### src/rtl/convolve_mul_arb_pkg.sv
// rtl/convolve_mul_arb_pkg.sv - shared widths, id helper and tag type for the multiplier arbiter
package convolve_mul_arb_pkg;

    localparam int A_W_DEF = 16;
    localparam int B_W_DEF = 8;
    localparam int P_W_DEF = 16;
    localparam int MAX_REQ = 8;

    function automatic int id_w(input int num_req);
        return (num_req > 1) ? $clog2(num_req) : 1;
    endfunction

    // Tag ids are sized for the largest supported requester count.
    localparam int TAG_ID_W = id_w(MAX_REQ);

    typedef struct packed {
        logic                vld;
        logic [TAG_ID_W-1:0] id;
    } mul_tag_t;

endpackage

### src/rtl/convolve_rr_arbiter.sv
// rtl/convolve_rr_arbiter.sv - round-robin grant, pointer advances only when the grant is issued
module convolve_rr_arbiter
    import convolve_mul_arb_pkg::*;
#(
    parameter int NUM_REQ = 4
) (
    input  logic                clk,
    input  logic                reset,
    input  logic [NUM_REQ-1:0]  req_valid,
    input  logic                issue_en,
    output logic                issue,
    output logic [TAG_ID_W-1:0] grant_id,
    output logic [NUM_REQ-1:0]  grant
);

    localparam logic [TAG_ID_W+1:0] NREQ = (TAG_ID_W+2)'(NUM_REQ);
    localparam logic [TAG_ID_W+1:0] ONE  = (TAG_ID_W+2)'(1);

    logic [TAG_ID_W-1:0] last_q, last_d;
    logic [TAG_ID_W+1:0] start;
    logic [TAG_ID_W+1:0] pos;
    logic [NUM_REQ-1:0]  rot;
    logic                found;

    always_comb begin
        start = {2'b00, last_q} + ONE;
        if (start >= NREQ) begin
            start = '0;
        end
        // Duplicated vector lets a plain shift implement the wrap-around search.
        rot   = NUM_REQ'({req_valid, req_valid} >> start);
        found = 1'b0;
        pos   = '0;
        for (int j = NUM_REQ - 1; j >= 0; j--) begin
            if (rot[j]) begin
                found = 1'b1;
                pos   = start + (TAG_ID_W+2)'(j);
            end
        end
        if (pos >= NREQ) begin
            pos = pos - NREQ;
        end
        grant_id = pos[TAG_ID_W-1:0];
        issue    = found && issue_en;
        grant    = '0;
        for (int i = 0; i < NUM_REQ; i++) begin
            grant[i] = issue && (grant_id == TAG_ID_W'(i));
        end
        last_d = issue ? grant_id : last_q;
    end

    always_ff @(posedge clk) begin
        if (reset) begin
            last_q <= TAG_ID_W'(NUM_REQ - 1);
        end else begin
            last_q <= last_d;
        end
    end

endmodule

### src/rtl/convolve_mul_arbiter.sv
// rtl/convolve_mul_arbiter.sv - shares one pipelined multiplier among requesters; MUL_ARB_STATS_EN adds counters
module convolve_mul_arbiter
    import convolve_mul_arb_pkg::*;
#(
    parameter int NUM_REQ     = 4,
    parameter int MUL_LATENCY = 3,
    parameter int A_W         = A_W_DEF,
    parameter int B_W         = B_W_DEF,
    parameter int P_W         = P_W_DEF
) (
    input  logic                   clk,
    input  logic                   reset,
    input  logic [NUM_REQ-1:0]     req_valid,
    output logic [NUM_REQ-1:0]     req_ready,
    input  logic [NUM_REQ*A_W-1:0] req_a,
    input  logic [NUM_REQ*B_W-1:0] req_b,
    output logic [NUM_REQ-1:0]     res_valid,
    input  logic [NUM_REQ-1:0]     res_ready,
    output logic [P_W-1:0]         res_p,
    output logic                   mul_ce,
    output logic [A_W-1:0]         mul_din0,
    output logic [B_W-1:0]         mul_din1,
    input  logic [P_W-1:0]         mul_dout,
    output logic [31:0]            stat_issue_cnt,
    output logic [31:0]            stat_stall_cnt
);

    mul_tag_t            tag_q [MUL_LATENCY];
    mul_tag_t            tag_d [MUL_LATENCY];
    mul_tag_t            tail;
    logic                blocked;
    logic                issue_en;
    logic                issue;
    logic [TAG_ID_W-1:0] grant_id;
    logic [NUM_REQ-1:0]  grant;

    // A result that its owner will not take freezes every multiplier stage.
    always_comb begin
        tail      = tag_q[MUL_LATENCY-1];
        blocked   = 1'b0;
        res_valid = '0;
        for (int i = 0; i < NUM_REQ; i++) begin
            if (tail.vld && (tail.id == TAG_ID_W'(i))) begin
                res_valid[i] = !reset;
                if (!res_ready[i]) begin
                    blocked = 1'b1;
                end
            end
        end
        mul_ce   = reset || !blocked;
        issue_en = mul_ce && !reset;
    end

    assign res_p     = mul_dout;
    assign req_ready = grant;

    convolve_rr_arbiter #(
        .NUM_REQ (NUM_REQ)
    ) u_arb (
        .clk       (clk),
        .reset     (reset),
        .req_valid (req_valid),
        .issue_en  (issue_en),
        .issue     (issue),
        .grant_id  (grant_id),
        .grant     (grant)
    );

    always_comb begin
        mul_din0 = '0;
        mul_din1 = '0;
        for (int i = 0; i < NUM_REQ; i++) begin
            if (grant[i]) begin
                mul_din0 = req_a[i*A_W +: A_W];
                mul_din1 = req_b[i*B_W +: B_W];
            end
        end
    end

    always_comb begin
        tag_d = tag_q;
        if (mul_ce) begin
            for (int k = MUL_LATENCY - 1; k > 0; k--) begin
                tag_d[k] = tag_q[k-1];
            end
            tag_d[0].vld = issue;
            tag_d[0].id  = grant_id;
        end
    end

    always_ff @(posedge clk) begin
        if (reset) begin
            for (int k = 0; k < MUL_LATENCY; k++) begin
                tag_q[k] <= '0;
            end
        end else begin
            tag_q <= tag_d;
        end
    end

`ifdef MUL_ARB_STATS_EN
    logic [31:0] issue_cnt_q, issue_cnt_d;
    logic [31:0] stall_cnt_q, stall_cnt_d;

    always_comb begin
        issue_cnt_d = issue_cnt_q + {31'b0, issue};
        stall_cnt_d = stall_cnt_q + {31'b0, !mul_ce};
    end

    always_ff @(posedge clk) begin
        if (reset) begin
            issue_cnt_q <= '0;
            stall_cnt_q <= '0;
        end else begin
            issue_cnt_q <= issue_cnt_d;
            stall_cnt_q <= stall_cnt_d;
        end
    end

    assign stat_issue_cnt = issue_cnt_q;
    assign stat_stall_cnt = stall_cnt_q;
`else
    assign stat_issue_cnt = '0;
    assign stat_stall_cnt = '0;
`endif

endmodule

### config.mk
export PLATFORM = sky130hd
export DESIGN_NAME = convolve_mul_arbiter
export DESIGN_NICKNAME = d
export VERILOG_FILES = /design/src/rtl/convolve_mul_arb_pkg.sv /design/src/rtl/convolve_rr_arbiter.sv /design/src/rtl/convolve_mul_arbiter.sv
export SDC_FILE = /design/constraint.sdc
export NUM_CORES = 1
export LEC_CHECK = 0
export BUFFER_PORTS_ARGS = -buffer_cell sky130_fd_sc_hd__buf_4
export CELL_PAD_IN_SITES_DETAIL_PLACEMENT = 1
export CELL_PAD_IN_SITES_GLOBAL_PLACEMENT = 2
export CORE_ASPECT_RATIO = 1.5
export CORE_MARGIN = 1
export CORE_UTILIZATION = 19
export DETAILED_ROUTE_END_ITERATION = 8
export PLACE_DENSITY = 0.95
export SLEW_MARGIN = 15
export SYNTH_ARGS = -nofsm -noshare
export SYNTH_HDL_FRONTEND = slang
export SYNTH_SLANG_ARGS = --single-unit
### constraint.sdc
create_clock -name clk -period 5.9 [get_ports clk]
set_input_delay 0.885 -clock clk [delete_from_list [all_inputs] [get_ports clk]]
set_output_delay 0.885 -clock clk [all_outputs]
set_load 0.02 [all_outputs]
# After elaboration in Yosys (flattened, before gate mapping)
# Index checks and enable logic that the tools add are counted.
[word_totals] out_inout_bits=113 regBits=15 wordCells=66 input_bits=122
[classes] eq_ne=6 order_cmp=2 n_addsub=5 n_shift=1 mux=30 reduce_logical=15
[ops] cell="$mux W16" count=4
[ops] cell="$mux W8" count=4
[ops] cell="$mux W5" count=5
[ops] cell="$mux W1" count=16
[ops] cell="$eq A3 B2 Y1 const B" count=4
[ops] cell="$add A5 B2 Y5 const B" count=2
[ops] cell="$ge A5 B3 Y1 const B" count=2
[ops] cell="$logic_and A1 B1 Y1" count=10
[ops] cell="$shr A8 B5 Y4" count=1
[ops] cell="$eq A3 B1 Y1 const B" count=2
[ops] cell="$logic_not A3 Y1" count=2
[ops] cell="$add A5 B1 Y5 const B" count=1
[ops] cell="$add A3 B1 Y4 const B" count=1
[ops] cell="$mux W3" count=1
[ops] cell="$sub A3 B3 Y3 const B" count=1
[ops] cell="$logic_not A1 Y1" count=2
[ops] cell="$logic_or A1 B1 Y1" count=1

# Depth between registers and ports, before layout
# Gate-level depths: netlist of run 1.
[depth] depth_word=18 depth_mapped=16 ltp_nobuf=13

# Modules after synthesis
# From an unflattened synthesis of run 1, not the netlist that was laid out.
[hier_totals] cells_unflattened=327 hier_area_um2=2466.1
[by_module_without_submodules] mod="convolve_mul_arbiter" area_per_inst_um2=1930.6 seq_area_each_um2=240.2 instances=1 cells_each=255
[by_module_without_submodules] mod="convolve_rr_arbiter" area_per_inst_um2=535.5 seq_area_each_um2=60.1 instances=1 cells_each=72

# Worst setup path after synthesis of run 1
# No wires, ideal clock.
[synth_timing] path_kind="reg2out" start="reg u_arb.last_q[0]" end="out mul_din0[2]" t_required_ps=5015 arrival_time_ps=3140 path_stages_with_launch=16 n_path_buf=2 path_slack_ps=1875 path_cell_list="dfxtp_1 > ha_1 > and2_1 > a21oi_1 > nor2_2 > inv_2 > ha_1 > o21ai_0 > a221oi_2 > a21oi_1 > o22a_1 > buf_6 > or4b_4 > buf_6 > o311ai_1 > o221a_1"
[synth_via] elab_chain_len=16 word_cells_on_any_way=31 classes_between="5 x add/sub; 2 x order compare; 3 x eq/ne; 1 x shift; 14 x mux; 6 x reduce/logical"
[synth_lines] item="from (decl)" line_no="convolve_rr_arbiter.sv:19" source="logic [TAG_ID_W-1:0] last_q, last_d;"
[synth_lines] item="from (signal assigned)" line_no="convolve_rr_arbiter.sv:54" source="last_q <= TAG_ID_W'(NUM_REQ - 1);"
[synth_lines] item="from (signal assigned)" line_no="convolve_rr_arbiter.sv:56" source="last_q <= last_d;"
[synth_lines] item="$add A3 B1 Y4 (*)" line_no="convolve_rr_arbiter.sv:26" source="start = {2'b00, last_q} + ONE;"
[synth_lines] item="$ge A5 B3 Y1" line_no="convolve_rr_arbiter.sv:27" source="if (start >= NREQ) begin"
[synth_lines] item="$mux W5 (*)" line_no="convolve_rr_arbiter.sv:27"
[synth_lines] item="$add A5 B2 Y5 or $shr A8 B5 Y4 (tied branches)" line_no="convolve_rr_arbiter.sv:37, convolve_rr_arbiter.sv:31"
[synth_lines] item="$mux W5 (4 in series)" line_no="convolve_rr_arbiter.sv:35" source="if (rot[j]) begin"
[synth_lines] item="$ge A5 B3 Y1 or $sub A3 B3 Y3 (tied branches)" line_no="convolve_rr_arbiter.sv:40, convolve_rr_arbiter.sv:41"
[synth_lines] item="$mux W3" line_no="convolve_rr_arbiter.sv:40" source="if (pos >= NREQ) begin"
[synth_lines] item="$logic_not A3 Y1" line_no="convolve_rr_arbiter.sv:47" source="grant[i] = issue && (grant_id == TAG_ID_W'(i));"
[synth_lines] item="$logic_and A1 B1 Y1" line_no="convolve_rr_arbiter.sv:47"
[synth_lines] item="$mux W16 (3 in series)" line_no="convolve_mul_arbiter.sv:73" source="if (grant[i]) begin"
[synth_lines] item="$mux W16 (*)" line_no="convolve_mul_arbiter.sv:73"
[synth_lines] item="to (decl)" line_no="convolve_mul_arbiter.sv:21" source="output logic [A_W-1:0] mul_din0,"
# Every way passes the cells marked *; elsewhere a longest branch is shown, timed or not.

# Final worst setup path of run 1
[layout_timing] start="reg u_arb.last_q[0]" end="out mul_din0[6]"
# Same word-level chain as after synthesis.

==> impl_results.md, run 1 <==
- Layout Nets: ~550
- Hold Buf Count CTS: 0
- Drt pass-1 iters: 4
- Synthesis-to-layout area growth: 35.5%
- Fill count: 1,578
- Initial antenna violation count: 0
- Cell Area, Synth: about 2400 um^2
- RSZ-0062 raised after global routing: no
- R2R depth: 10
- WHS Path Cells: 2
- Die area: 13,300 um^2
- Layout cells sized above 1: between 40% and 50%
- Std cell rows: 50
- Clk sinks: 15
- Synth warn: 0
- Peak supply drop: 0.000198 V
- Avg Cell Area, Syn: between 7 and 8 um^2
- DRT antenna net count: 0
- Worst-case clock buffer depth: 2
- Core area: about 13,000 um^2
- Global-route wire length before repair: approximately 14,000 um
- PwrDens: approximately 420 nW/um^2
- Post-synth EDFFs: 0
- WP data arrival: around 4.6 ns
- Outcome: finished clean
- Mean routed wirelength per cell: around 16 um
- Vias: around 2,600
- Flop2flop setup slack: around 2.7 ns
- Post-DP HPWL: roughly 7500 um
- Clk root buf: clkbuf_16
- Clk_skew: ~0.0033 ns
- H-tree levels: 1
- Iter 0 DRT Violations: between 50 and 60
- Crit end category: primary output
- CTS tree: yes
- Min Tclk post-route: about 5.4 ns
- Via density: around 4.6
- Die Height: 141 um
- Largest net degree at the start of global routing: 27
- Clk slew on worst S/H paths: about 0.050 ns
- Critical Path RT: between 5 and 6 ns
- DRC Markers: 0
- Hold Vio Cnt, Final: 0
- WL final: approximately 9000 um
- Fin Setup TNS: 0 ns
- Port bufs: around 140
- Post-layout util: about a quarter
- Slew @ Worst Pin: between 1 and 1.5 ns
- Setup violations, final: 0
- Ys flop type: dfxtp_1
- Crit path kind: reg -> out
- Synth Instances: about 310
- Hold Path Class: reg -> reg
- Seq/Total Area, Yosys: 12.3%
- Die span in x: between 90 and 100 um
- Skew-Pair Late Insertion Delay: approximately 0.24 ns
- I/O Pins: 235
- Fmax: approximately 180 MHz
- MaxCap Viol Count: 0
- ANT cells: 0
- GRT Residual Overflow: 0
- Crit share post-route: between 90% and 100%
- Post-CTS Setup Bufs: 0
- Vias in the first global route: between 2,000 and 3,000
- GPL Wtd Cong: ~0.83
- Max FO, Critical Path: 25
- Initial Utilization: 19.5%
- Relative slew margins: 27.4%
- GR Util All Layers: 13.1%
- Post-synth ARST share: 0%
- Slew Limit Fails: 0
- # resized after CTS: 0
- Distinct cells, synth: 49
- Startpoint Class: flip-flop
- Yosys reg bits: 15
- LEAKAGE: around 1.6 nW
- CTS buffer count: 3
## placed cells by master, fill, tap and decap left out, drive strengths merged, types with 3 or more instances in the layout
cell type,n
a22o,7
ha,4
o21ai,5
o221a,24
inv,33
nor2,13
buf,142
a21oi,5
dfxtp,15
conb,65
nand2,14
o211ai,24
nor3,5
and2,3
nand2b,3
clkbuf,3
o311ai,24
## final timing paths
| path | startpoint | end |
|---|---|---|
| worst max register to register | u_arb.last_q[0] | tag_q[9] |
| worst min register to register | tag_q[7] | tag_q[3] |
| worst max-delay path | u_arb.last_q[0] | mul_din0[6] |
| worst min-delay path | tag_q[7] | tag_q[3] |
## stage by stage
stage | instances | power [mW] | area [um^2] | setup WS (ns) | hold slack (ns)
after floorplan | 377 | 0.931 | 2680 | 1.88 | 0.422
after global placement | 571 | 1.22 | 3220 | 1.01 | 0.432
after detailed placement | 571 | 1.25 | 3220 | 0.723 | 0.450
after CTS | 575 | 1.39 | 3300 | 0.444 | 0.463
after global routing | 575 | 1.47 | 3300 | 0.0780 | 0.492
final | 575 | 1.38 | 3300 | 0.452 | 0.463
## state kept, by name (all words and copies together) (netlist names)
signal        flops
tag_q            12
u_arb.last_q      3
## synthesized netlist by cell type, types with 3 or more instances
cell | count | area [um^2]
o221a_2 | 13 | 146
nor2_1 | 12 | 45.0
o311ai_1 | 20 | 175
inv_1 | 31 | 116
o21ai_0 | 5 | 25.0
nand2_1 | 14 | 52.6
a21oi_1 | 5 | 25.0
a22o_1 | 7 | 61.3
ha_1 | 4 | 50.1
dfxtp_1 | 15 | 300
o311ai_0 | 4 | 35.0
buf_4 | 81 | 608
buf_6 | 4 | 45.0
and2_1 | 3 | 18.8
nand2b_1 | 3 | 18.8
clkbuf_1 | 11 | 41.3
nor3_1 | 4 | 20.0
o211ai_1 | 24 | 180
o221a_1 | 11 | 124
buf_2 | 8 | 40.0
## layout make-up
| type | instances | area (um^2) | share of cell area, % |
|---|---|---|---|
| Tap cell | 156 | 195 | 5.92 |
| Clock inverter | 1 | 5.00 | 0.152 |
| Multi-Input combinational cell | 225 | 1530 | 46.5 |
| Timing Repair Buffer | 142 | 1070 | 32.3 |
| Sequential cell | 15 | 300 | 9.10 |
| Clock buffer | 3 | 75.1 | 2.28 |
| Inverter | 33 | 124 | 3.76 |
## report_power, final
part / total [mW] / internal, mW / switching (mW)
logic: 1.11 / 0.449 / 0.666
registers: 0.131 / 0.118 / 0.0135
clock network: 0.130 / 0.0903 / 0.0392
## metal layers
layer  GRT usage (%)  vias up  wire, um
met1            12.3     1244      3150
met3            1.19       24       545
li1                -     1224         -
met2            27.5      141      5240
met5               0        -         0
met4            5.02        0       296
## cells by family (layout without fill, tap and decap cells)
kind of cell / after synthesis / count (layout) / synth area share [%]
flip-flops: 15 / 15 / 12.3
AND/OR/NAND/NOR: 51 / 51 / 11.2
adder cells (fa/ha/maj): 4 / 4 / 2.06
multiplexers: 3 / 3 / 1.75
AO/OA/AOI/OAI: 102 / 102 / 37.3
other: 1 / 65 / 0.154
buffers and inverters: 137 / 179 / 35.3
## worst max-delay path, stage by stage (launching register included)
cell and delay [ns]:
dfxtp_1 0.44, ha_1 0.23, and2_1 0.19, a21oi_1 0.15
nor2_2 0.19, inv_2 0.09, ha_1 0.32, o21ai_0 0.11
a221oi_2 0.22, a21oi_1 0.06, o22a_1 0.33, nor2_2 0.49
nand4_2 0.74, o221a_2 0.58, buf_4 0.16
Note: power is estimated with default switching activity, not from simulation.
==> run 2, diff against run 1 <==
--- a/config.mk
+++ b/config.mk
@@ -5,14 +5,15 @@
 export SDC_FILE = /design/constraint.sdc
 export NUM_CORES = 1
 export LEC_CHECK = 0
+export ABC_AREA = 1
 export BUFFER_PORTS_ARGS = -buffer_cell sky130_fd_sc_hd__buf_4
 export CELL_PAD_IN_SITES_DETAIL_PLACEMENT = 1
 export CELL_PAD_IN_SITES_GLOBAL_PLACEMENT = 2
 export CORE_ASPECT_RATIO = 1.5
 export CORE_MARGIN = 1
-export CORE_UTILIZATION = 19
+export CORE_UTILIZATION = 17
 export DETAILED_ROUTE_END_ITERATION = 8
-export PLACE_DENSITY = 0.95
+export PLACE_DENSITY = 0.94
 export SLEW_MARGIN = 15
 export SYNTH_ARGS = -nofsm -noshare
 export SYNTH_HDL_FRONTEND = slang
==> run 2 against run 1 <==
  * Cell area is 1.1% lower
  * Clock-buffer cell count unchanged
  * Highest routed layer unchanged
  * Combinational power grew 69%
  * Maximum frequency grew 18%
  * Sequential cell count stayed put
  * Register-to-register slack better by 0.81 ns
  * Critical path type unchanged
  * Clock skew hardly changed
==> impl_results.md, run 2 <==
- Max reg flops: 12 (unchanged)
- Setup violations, final: 0 (unchanged)
- Layout Nets: 612 (was 546)
- Startpoint Class: flip-flop (unchanged)
- Leading cell type in the layout, fill and taps excluded: buf_4 (unchanged)
- Critical Path RT: 5.02 ns (about the same)
- Hold Crit Start: tag_q[6] (was tag_q[7])
- Met2 GRT Util: 26.4% (was 27.5%)
- Core area: 13,700 um^2 (was 12,500 um^2)
- PwrDens: 661 nW/um^2 (was 417 nW/um^2)
- H-tree levels: 1 (unchanged)
- Die area: 14,600 um^2 (was 13,300 um^2)
- Ranking of synthesized cells by area: buf_4 26%, nand4_1 14%, dfxtp_1 13% (was buf_4 25%, dfxtp_1 12%, o211ai_1 7.4%)
- Skew-Pair Late Insertion Delay: 0.25 ns (was 0.24 ns)
- Synth warn: 0 (unchanged)
- Layout cells sized above 1: 34.0% (was 40.6%)
- Biggest regs: tag_q: 12 flops, u_arb.last_q: 3 flops (unchanged)
- LEAKAGE: 1.63 nW (was 1.62 nW)
- Outcome: finished clean (unchanged)
- DRC Markers: 0 (unchanged)
- Vias: 2,833 (was 2,633)
- Ys flop type: dfxtp_1 (unchanged)
- DRT antenna net count: 0 (unchanged)
- CTS tree: yes (unchanged)
- Die span in x: 99.0 um (was 94.4 um)
- Avg Cell Area, Syn: 6.33 um^2 (was 7.78 um^2)
- Fin Setup TNS: 0 ns (unchanged)
- WP data arrival: 3.72 ns (was 4.56 ns)
- Post-synth EDFFs: 0 (unchanged)
- ANT cells: 0 (unchanged)
- Post-CTS Setup Bufs: 0 (unchanged)
- GR Util All Layers: 11.9% (was 13.1%)
- Fmax: 217 MHz (was 184 MHz)
- Port bufs: 138 (unchanged)
- Post-synth ARST share: 0% (unchanged)
- GPL Wtd Cong: 0.780 (was 0.834)
- Drt pass-1 iters: 4 (unchanged)
- Slew Limit Fails: 0 (unchanged)
- Most frequent cells in the layout: 139 x buf_4, 65 x nand2_1, 65 x conb_1 (was 142 x buf_4, 65 x conb_1, 31 x inv_1)
- MaxCap Viol Count: 0 (unchanged)
- Post-synth top area share: 25.7% (was 25.0%)
- Hold Buf Count CTS: 0 (unchanged)
- Met3 Track Usage GR: 3.50% (was 1.19%)
- Gr busiest metal: met2 (unchanged)
- Sw frac: 60.0% (was 52.3%)
- R2R depth: 13 (was 10)
- Hold Vio Cnt, Final: 0 (unchanged)
- Reg-to-Reg End: tag_q[9] (unchanged)
- Part of the power in registers: 6.6% (was 9.5%)
- Max FO, Critical Path: 48 (was 25)
- Min Tclk post-route: 4.60 ns (was 5.45 ns)
- Power Internal: 0.862 mW (was 0.657 mW)
- Largest net degree at the start of global routing: 50 (was 27)
- Std cell rows: 52 (was 50)
- R2r startpoint: u_arb.last_q[0] (unchanged)
- Comb power frac: 87.3% (was 81.0%)
- I/O Pins: 235 (unchanged)
- Mean routed wirelength per cell: 14.2 um (was 16.1 um)
- NetSw: 1.29 mW (was 0.719 mW)
- Crit path kind: reg -> out (unchanged)
- Die Height: 148 um (was 141 um)
- Synth Instances: 379 (was 313)
- Synthesis-to-layout area growth: 36.0% (was 35.5%)
- Flop2flop setup slack: 3.49 ns (was 2.68 ns)
- Worst Hold Path EP: tag_q[2] (was tag_q[3])
- Yosys reg bits: 15 (unchanged)
- Most common cell in the netlist: buf_4 (unchanged)
- Seq/Total Area, Yosys: 12.5% (was 12.3%)
- Area leader, netlist: buf_4 (unchanged)
- Hold Path Class: reg -> reg (unchanged)
- RSZ-0062 raised after global routing: no (unchanged)
- Distinct cells, synth: 30 (was 49)
- Slew @ Worst Pin: 1.00 ns (was 1.09 ns)
- Clk slew on worst S/H paths: 0.05 ns (about the same)
- Worst slack, placed: 1.55 ns (was 0.723 ns)
- WL final: 9210 um (was 9230 um)
- Final worst slack: 1.30 ns (was 0.452 ns)
- Clock power share: 6.1% (was 9.4%)
- WHS Path Cells: 2 (unchanged)
- Cell Area, Synth: 2400 um^2 (was 2430 um^2)
- Global-route wire length before repair: 13,900 um (was 13,600 um)
- Worst-case clock buffer depth: 2 (unchanged)
- Crit end category: primary output (unchanged)
- Initial Utilization: 17.6% (was 19.5%)
- Fill count: 1,758 (was 1,578)
- M1 GR Usage: 9.66% (was 12.3%)
- Clk_skew: 0.00347 ns (was 0.00328 ns)
- Initial antenna violation count: 0 (unchanged)
- Crit share post-route: 78.0% (was 92.3%)
- Via density: 4.38 (was 4.58)
- Clk root buf: clkbuf_16 (unchanged)
- Commonest cells in the netlist: 82 x buf_4, 65 x nand2_1, 58 x nand3_1 (was 81 x buf_4, 31 x inv_1, 24 x o211ai_1)
- Clk sinks: 15 (unchanged)
- # resized after CTS: 0 (unchanged)
- Peak supply drop: 0.000250 V (was 0.000198 V)
- Vias in the first global route: 2,893 (was 2,745)
- Register name with the most flops: tag_q (unchanged)
- GRT Residual Overflow: 0 (unchanged)
- Relative slew margins: 33.0% (was 27.4%)
- Post-DP HPWL: 7760 um (was 7540 um)
- CTS buffer count: 3 (unchanged)
- Iter 0 DRT Violations: 37 (was 52)
-- run 2: cell families after synthesis --
group	synth area share, %
flops	12.5
simple gates	43.1
fa+ha+maj	2.09
compound gates	5.94
other cells	0.156
buf+inv	36.2
-- run 2: critical path, cell delays in order (launching register included) --
cell,delay (ns)
dfxtp_1,0.50
ha_1,0.26
inv_1,0.07
nand2_1,0.12
nand4_4,0.16
ha_1,0.34
inv_1,0.07
nand3_1,0.07
nand2_1,0.06
inv_1,0.04
nand2_1,0.09
nand2_4,0.21
nor2_4,0.83
nand3_1,0.24
nand4_1,0.23
buf_4,0.17
-- run 2: how the worst max path moves through the flow --
stage / startpoint / endpoint / slack [ns] / cells past startpoint
after global routing: u_arb.last_q[0] / mul_din0[5] / 0.98 / 15
after global placement: u_arb.last_q[0] / mul_din0[5] / 1.67 / 15
after CTS: u_arb.last_q[0] / mul_din0[5] / 1.27 / 15
final: u_arb.last_q[0] / mul_din0[5] / 1.30 / 15
after detailed placement: u_arb.last_q[0] / mul_din0[5] / 1.55 / 15
after floorplan: u_arb.last_q[0] / req_ready[0] / 2.70 / 13
-- run 2: final cells by class --
type                    count  area, um^2  area share (%)
flip-flops and latches     15         300            9.20
multi-input cells         293        1490            45.5
well taps                 162         203            6.21
clock inverters             1        5.00           0.153
inverters                  33         124            3.80
clock buffers               3        75.1            2.30
repair buffers            140        1070            32.8
-- run 2: stage by stage --
stage	cell area, um^2	hold slack (ns)	total power [mW]	util (%)	cells
2_1_floorplan	2640	0.416	1.48	-	443
3_3_place_gp	3160	0.438	1.95	23.1	642
3_5_place_dp	3160	0.448	2.00	23.1	642
4_1_cts	3240	0.457	2.13	23.7	646
5_1_grt	3260	0.481	2.35	23.9	647
6_report	3260	0.451	2.16	23.9	647
-- run 2: power groups by stage --
stage / registers (mW) / clock network [mW] / logic (mW)
detailed placement: 0.144 / 0 / 1.85
floorplan: 0.137 / 0 / 1.34
global route: 0.145 / 0.137 / 2.07
global placement: 0.142 / 0 / 1.81
finish: 0.142 / 0.131 / 1.88
CTS: 0.142 / 0.132 / 1.86
-- run 2: metal layers --
metal,wire length [um],up-vias
met1,2720,1308
li1,-,1356
met3,968,10
met2,5440,159
met4,88,0
met5,0,-
